===== src/rtl/etc_planar_interp_pkg.sv =====
// Shared types and helpers for the ETC2 planar texel interpolator.
// Holds the FSM encoding, block geometry and the signed-to-u8 clamp.
package etc_planar_interp_pkg;

  localparam int ETC_CH_W         = 8;
  localparam int ETC_BLOCK_PIXELS = 16;

  typedef enum logic {
    ETC_PLN_IDLE = 1'b0,
    ETC_PLN_RUN  = 1'b1
  } etc_pln_state_e;

  // Saturate a 13-bit signed intermediate into an unsigned 8-bit channel.
  function automatic logic [ETC_CH_W-1:0] etc_clamp_u8(input logic signed [12:0] q);
    logic [ETC_CH_W-1:0] r;
    if (q < 13'sd0) begin
      r = 8'd0;
    end else if (q > 13'sd255) begin
      r = 8'd255;
    end else begin
      r = q[7:0];
    end
    return r;
  endfunction

endpackage


===== src/rtl/etc_planar_channel.sv =====
// One colour channel of the planar extrapolation: (x*dH + y*dV + 4*O + 2) >>> 2,
// clamped to 0..255. Purely combinational.
module etc_planar_channel
  import etc_planar_interp_pkg::*;
(
  input  logic [ETC_CH_W-1:0] o,
  input  logic [ETC_CH_W-1:0] h,
  input  logic [ETC_CH_W-1:0] v,
  input  logic [1:0]          x,
  input  logic [1:0]          y,
  output logic [ETC_CH_W-1:0] pix
);

  logic        [8:0]  dh_s;
  logic        [8:0]  dv_s;
  logic signed [12:0] dh_ext_s;
  logic signed [12:0] dv_ext_s;
  logic signed [12:0] x_ext_s;
  logic signed [12:0] y_ext_s;
  logic signed [12:0] o4_s;
  logic signed [12:0] sum_s;
  logic signed [12:0] q_s;

  // Sign-extend the 9-bit deltas so the products stay correct in 13 bits.
  always_comb begin
    dh_s     = {1'b0, h} - {1'b0, o};
    dv_s     = {1'b0, v} - {1'b0, o};
    dh_ext_s = {{4{dh_s[8]}}, dh_s};
    dv_ext_s = {{4{dv_s[8]}}, dv_s};
    x_ext_s  = {11'd0, x};
    y_ext_s  = {11'd0, y};
    o4_s     = {3'd0, o, 2'd0};
    sum_s    = x_ext_s * dh_ext_s + y_ext_s * dv_ext_s + o4_s + 13'sd2;
    q_s      = sum_s >>> 2;
    pix      = etc_clamp_u8(q_s);
  end

endmodule


===== src/rtl/etc_planar_interp.sv =====
// ETC2 planar block interpolator: latches O/H/V anchors and streams the 16
// texels column-major (idx = x*4+y) over a valid/ready handshake.
module etc_planar_interp
  import etc_planar_interp_pkg::*;
#(
  parameter int CH_W  = 8,
  parameter int PIX_N = 16
) (
  input  logic                       sclk,
  input  logic                       rsrt,
  input  logic                       color_rts,
  input  logic [3*CH_W-1:0]          baseColor_0,
  input  logic [3*CH_W-1:0]          baseColor_1,
  input  logic [3*CH_W-1:0]          baseColor_2,
  output logic                       rtr,
  output logic                       pix_rts,
  input  logic                       pix_rtr,
  output logic [3*CH_W-1:0]          pix_data,
  output logic [$clog2(PIX_N)-1:0]   pix_idx,
  output logic                       pix_last
);

  localparam int                CNT_W    = $clog2(PIX_N);
  localparam logic [CNT_W-1:0]  CNT_LAST = CNT_W'(PIX_N - 1);
  localparam logic [CNT_W-1:0]  CNT_ONE  = CNT_W'(1);

  etc_pln_state_e    state_q, state_d;
  logic [CNT_W-1:0]  cnt_q, cnt_d;
  logic [3*CH_W-1:0] o_q, o_d;
  logic [3*CH_W-1:0] h_q, h_d;
  logic [3*CH_W-1:0] v_q, v_d;

  // State, counter and anchor registers; reset wins over an accept.
  always_ff @(posedge sclk) begin
    if (rsrt) begin
      state_q <= ETC_PLN_IDLE;
      cnt_q   <= '0;
      o_q     <= '0;
      h_q     <= '0;
      v_q     <= '0;
    end else begin
      state_q <= state_d;
      cnt_q   <= cnt_d;
      o_q     <= o_d;
      h_q     <= h_d;
      v_q     <= v_d;
    end
  end

  // Next-state logic: accept in IDLE, advance on each texel transfer in RUN.
  always_comb begin
    state_d = state_q;
    cnt_d   = cnt_q;
    o_d     = o_q;
    h_d     = h_q;
    v_d     = v_q;
    case (state_q)
      ETC_PLN_IDLE: begin
        if (color_rts) begin
          o_d     = baseColor_0;
          h_d     = baseColor_1;
          v_d     = baseColor_2;
          cnt_d   = '0;
          state_d = ETC_PLN_RUN;
        end else begin
          state_d = ETC_PLN_IDLE;
        end
      end
      ETC_PLN_RUN: begin
        if (pix_rtr) begin
          if (cnt_q == CNT_LAST) begin
            cnt_d   = '0;
            state_d = ETC_PLN_IDLE;
          end else begin
            cnt_d   = cnt_q + CNT_ONE;
          end
        end else begin
          cnt_d = cnt_q;
        end
      end
      default: begin
        state_d = ETC_PLN_IDLE;
        cnt_d   = '0;
      end
    endcase
  end

  // Handshake and index outputs depend only on registered state.
  always_comb begin
    rtr      = (state_q == ETC_PLN_IDLE);
    pix_rts  = (state_q == ETC_PLN_RUN);
    pix_idx  = cnt_q;
    pix_last = (cnt_q == CNT_LAST) && (state_q == ETC_PLN_RUN);
  end

  for (genvar c = 0; c < 3; c++) begin : g_chan
    etc_planar_channel u_chan (
      .o   (o_q[c*CH_W +: CH_W]),
      .h   (h_q[c*CH_W +: CH_W]),
      .v   (v_q[c*CH_W +: CH_W]),
      .x   (cnt_q[3:2]),
      .y   (cnt_q[1:0]),
      .pix (pix_data[c*CH_W +: CH_W])
    );
  end

endmodule


===== config.mk =====
export PLATFORM = sky130hd
export DESIGN_NAME = etc_planar_interp
export DESIGN_NICKNAME = d
export VERILOG_FILES = /design/src/rtl/etc_planar_interp_pkg.sv /design/src/rtl/etc_planar_channel.sv /design/src/rtl/etc_planar_interp.sv
export SDC_FILE = /design/constraint.sdc
export NUM_CORES = 1
export LEC_CHECK = 0
export ABC_CLOCK_PERIOD_IN_PS = 7500
export BUFFER_PORTS_ARGS = -buffer_cell sky130_fd_sc_hd__buf_4
export CORE_MARGIN = 5
export CORE_UTILIZATION = 50
export CTS_CLUSTER_SIZE = 10
export DETAILED_ROUTE_END_ITERATION = 6
export HOLD_SLACK_MARGIN = 0.03
export PLACE_DENSITY = 0.76
export SLEW_MARGIN = 25
export SYNTH_ARGS = -nofsm -noshare
export SYNTH_HDL_FRONTEND = slang
export SYNTH_SLANG_ARGS = --single-unit

===== constraint.sdc =====
create_clock -name sclk -period 7.5 [get_ports sclk]
set_clock_uncertainty 0.2 [all_clocks]
set_input_delay 0.75 -clock sclk [delete_from_list [all_inputs] [get_ports sclk]]
set_output_delay 0.75 -clock sclk [all_outputs]
set_load 0.02 [all_outputs]

==> implementation parameters <==
Parameter                              Value

Detailed routing
  Number of nets with antenna violations after routing    0
  Via/cell ratio    5.506
  Avg WL per Cell    14.56 µm
  Via total after detailed routing    9537
  DRC violation total after the first TritonRoute iteration    342
  Total Routed Length    25210 µm
  DRC viols    0
  Detailed Routing Iterations Pass 1    5

Cells and area
  Final antenna diode count    0
  Area Overhead vs Synth    13.76%
  Storage element area    1543 µm²
  Commonest non-fill, non-tap cells in the layout    sky130_fd_sc_hd__ha_1, sky130_fd_sc_hd__nand2_1, sky130_fd_sc_hd__inv_1, sky130_fd_sc_hd__a21oi_1, sky130_fd_sc_hd__buf_4
  Filler Cells Inserted    1932
  Combined area of the multi-input logic cells    8468 µm²
  Non-filler instance count after layout    1732
  Final Core Density    57.45%
  Fraction of final layout cells sized beyond drive strength 1    10.57%
  NumNets Final    1763
  Most common cell after layout, fill and taps aside    sky130_fd_sc_hd__ha_1

Worst setup path
  Sort of element at the end of the critical path    output port
  Critical path start-end classification    flop to output port
  R2R setup slack    5.23 ns
  Data arrival time at the worst-slack endpoint    6.20 ns
  Required time worst endpoint    6.55 ns
  Top fanout value on the critical path    8
  Kind of start point of the critical path    flop

Hold path
  Hold WC Path Type    flop to flop

Synthesis
  Number of enable-type register cells in the synthesized netlist    0
  FF+latch count, synth    77
  Cell variety after synth    61
  Register area share after synthesis    14.57%
  Yosys Warn Count    0
  Avg Inst Size Synth    7.763 µm²
  Fraction of registers with async set or reset after synthesis    0%
  Gate count of the mapped netlist    1363
  Main synth FF type    sky130_fd_sc_hd__dfxtp_1
  Post-synthesis instance area    10580 µm²
  Syn_nets    1674

Timing
  Worst slew margin relative to its limit    32.64%
  Achievable Freq    139.9 MHz
  Final Setup Violations    0
  Actual slew at the worst max-slew pin    1.009 ns
  Shortest period the worst path allows    7.149 ns
  Final-report max-slew violation count    0
  Post-route clock period utilization    95.32%
  Final hold violation count    0
  Sum of negative setup slack    0 ns

GRT
  First-pass GRT wire length    42220 µm
  Total track usage    20.81%
  Global-route met1 utilization    27.41%
  Via count of the first global-routing pass    9186
  Maximum number of pins on one net before global-route repair    78
  Number of antenna violations at the first check in global routing    0
  Global-route congestion overflow total    0
  Met2 routing resource usage after global routing    36.23%
  Met3 Resource Use GR    2.893%
  Grt peak-use layer    met2

CTS
  Clock tree from TritonCTS    done
  Buffers from clock root to sink, at most    2
  CTS H-tree lvls    3
  Root Buffer Master    sky130_fd_sc_hd__clkbuf_16
  Clock input transition at the sequential cells of the worst setup and hold paths    0.06 ns
  CTS Buf Count    9
  Clk_lat worst skew    0.35 ns
  Total number of clock tree sinks    77

Placed design
  Routability cong.    0.8988
  Number of buffers added on ports    106
  Placed instance count    1713
  HPWL reported at the end of detailed placement    20070 µm

Floorplan
  Placement Rows    53
  Floorplan die area    24170 µm²
  Core area    20960 µm²
  Vertical die dimension    155.5 µm
  Io pins    107
  DIE WIDTH    155.5 µm
  Starting density of the core    50.50%

Power and ir drop
  Peak VDD IR    0.09587 mV
  Total design power    1.521 mW
  Power Density    126.4 nW/µm²
  Leakage power    5.937 nW

Status
  Status    completed

Job
  Reported max-cap violation count    0
## metal layers
layer | vias to the layer above | wire [µm]
li1 | 4898 | -
met2 | 193 | 12110
met5 | - | 0
met3 | 26 | 1039
met1 | 4420 | 11670
met4 | 0 | 390
## cell families after synthesis
family / Yosys count / share of synthesized area (%)
compound gates: 312 / 19.34
xor+xnor: 70 / 5.794
fa+ha+maj: 235 / 30.55
buf+inv: 164 / 5.877
flops: 77 / 14.57
mux: 13 / 1.242
simple gates: 492 / 22.62
## critical path, cell delays in order (launching register included)
cell	delay, ns
sky130_fd_sc_hd__dfxtp_1	0.32
sky130_fd_sc_hd__inv_1	0.05
sky130_fd_sc_hd__ha_1	0.22
sky130_fd_sc_hd__fa_1	0.42
sky130_fd_sc_hd__nor2b_1	0.12
sky130_fd_sc_hd__o21ai_0	0.15
sky130_fd_sc_hd__a21boi_1	0.30
sky130_fd_sc_hd__nor2_1	0.11
sky130_fd_sc_hd__and2_1	0.17
sky130_fd_sc_hd__ha_1	0.29
sky130_fd_sc_hd__ha_1	0.33
sky130_fd_sc_hd__a21o_1	0.19
sky130_fd_sc_hd__a21oi_1	0.24
sky130_fd_sc_hd__o21bai_1	0.11
sky130_fd_sc_hd__a2111oi_0	0.44
sky130_fd_sc_hd__nor3_1	0.14
sky130_fd_sc_hd__xnor2_1	0.20
sky130_fd_sc_hd__ha_1	0.26
sky130_fd_sc_hd__ha_1	0.35
sky130_fd_sc_hd__and4_1	0.22
sky130_fd_sc_hd__a211o_1	0.36
sky130_fd_sc_hd__xor2_1	0.30
sky130_fd_sc_hd__o221ai_4	0.21
sky130_fd_sc_hd__a21oi_1	0.19
sky130_fd_sc_hd__buf_4	0.16
## where the power goes
group          switching, mW  internal (mW)  leakage (nW)
registers             0.0230          0.434         0.632
clock network          0.181          0.310         0.156
logic                  0.323          0.250          5.15
total                  0.527          0.994          5.94
## cell type report
| class | instances | share of cell area (%) |
|---|---|---|
| clock buffer | 13 | 2.162 |
| multi-input combinational | 1122 | 70.35 |
| sequential | 77 | 12.82 |
| tap | 275 | 2.858 |
| clock inverter | 3 | 0.5613 |
| inverter | 123 | 3.835 |
| timing repair buffer | 119 | 7.421 |
## what timing repair did
item / in CTS / in global routing
setup endpoints to repair: 0 / 24
gates resized for setup: 0 / 21
setup buffers: 0 / 3
hold buffers: 0 / 0
## cells in the mapped netlist (all sizes together), types with 2 or more instances
cell	count	area, µm²
and4	4	37.54
buf	5	22.52
ha	196	2452
and2	39	244.0
and3	17	106.4
nand3	21	105.1
o21a	33	247.7
o41a	4	45.04
nor4	2	12.51
nor3b	30	225.2
dfxtp	77	1541
o41ai	2	36.29
o21bai	2	15.01
o21ai	38	190.2
a2111oi	3	26.28
a21o	21	158.9
nor2	80	300.3
o211ai	14	105.1
and3b	2	17.52
clkbuf	36	137.6
fa	39	780.8
a31oi	3	18.77
xor2	23	201.4
xnor2	47	411.6
a21boi	21	157.6
a211o	11	96.34
or3	6	38.79
nor2b	43	269.0
inv	123	461.7
a211oi	22	177.7
nor3	41	205.2
mux2i	12	120.1
a21oi	121	605.6
nand2	189	711.9
a32oi	5	43.79
a41oi	2	17.52
nand2b	14	87.58
o221ai	2	23.77
## stage by stage
step	worst slack (ns)	hold slack [ns]	area [µm²]
6_report	0.3511	0.2543	12040
3_3_place_gp	0.6362	0.2438	11650
4_1_cts	0.05696	0.2585	11970
3_5_place_dp	0.4564	0.2503	11650
2_1_floorplan	1.227	0.2363	10580
5_1_grt	-0.06719	0.2716	12040
## registers in the layout, indices dropped and copies added (netlist names)
signal   flops
pix_rts      1
h_q         24
pix_idx      4
v_q         24
o_q         24
## worst paths after layout
| kind | start | to | cells past startpoint |
|---|---|---|---|
| worst max-delay path | h_q[8] | pix_data[8] | 24 |
| worst min-delay path | h_q[8] | h_q[8] | 2 |
| worst max register to register | pix_idx[1] | pix_idx[3] | 6 |
| worst min register to register | h_q[8] | h_q[8] | 2 |
(Power assumes the default switching activity.)
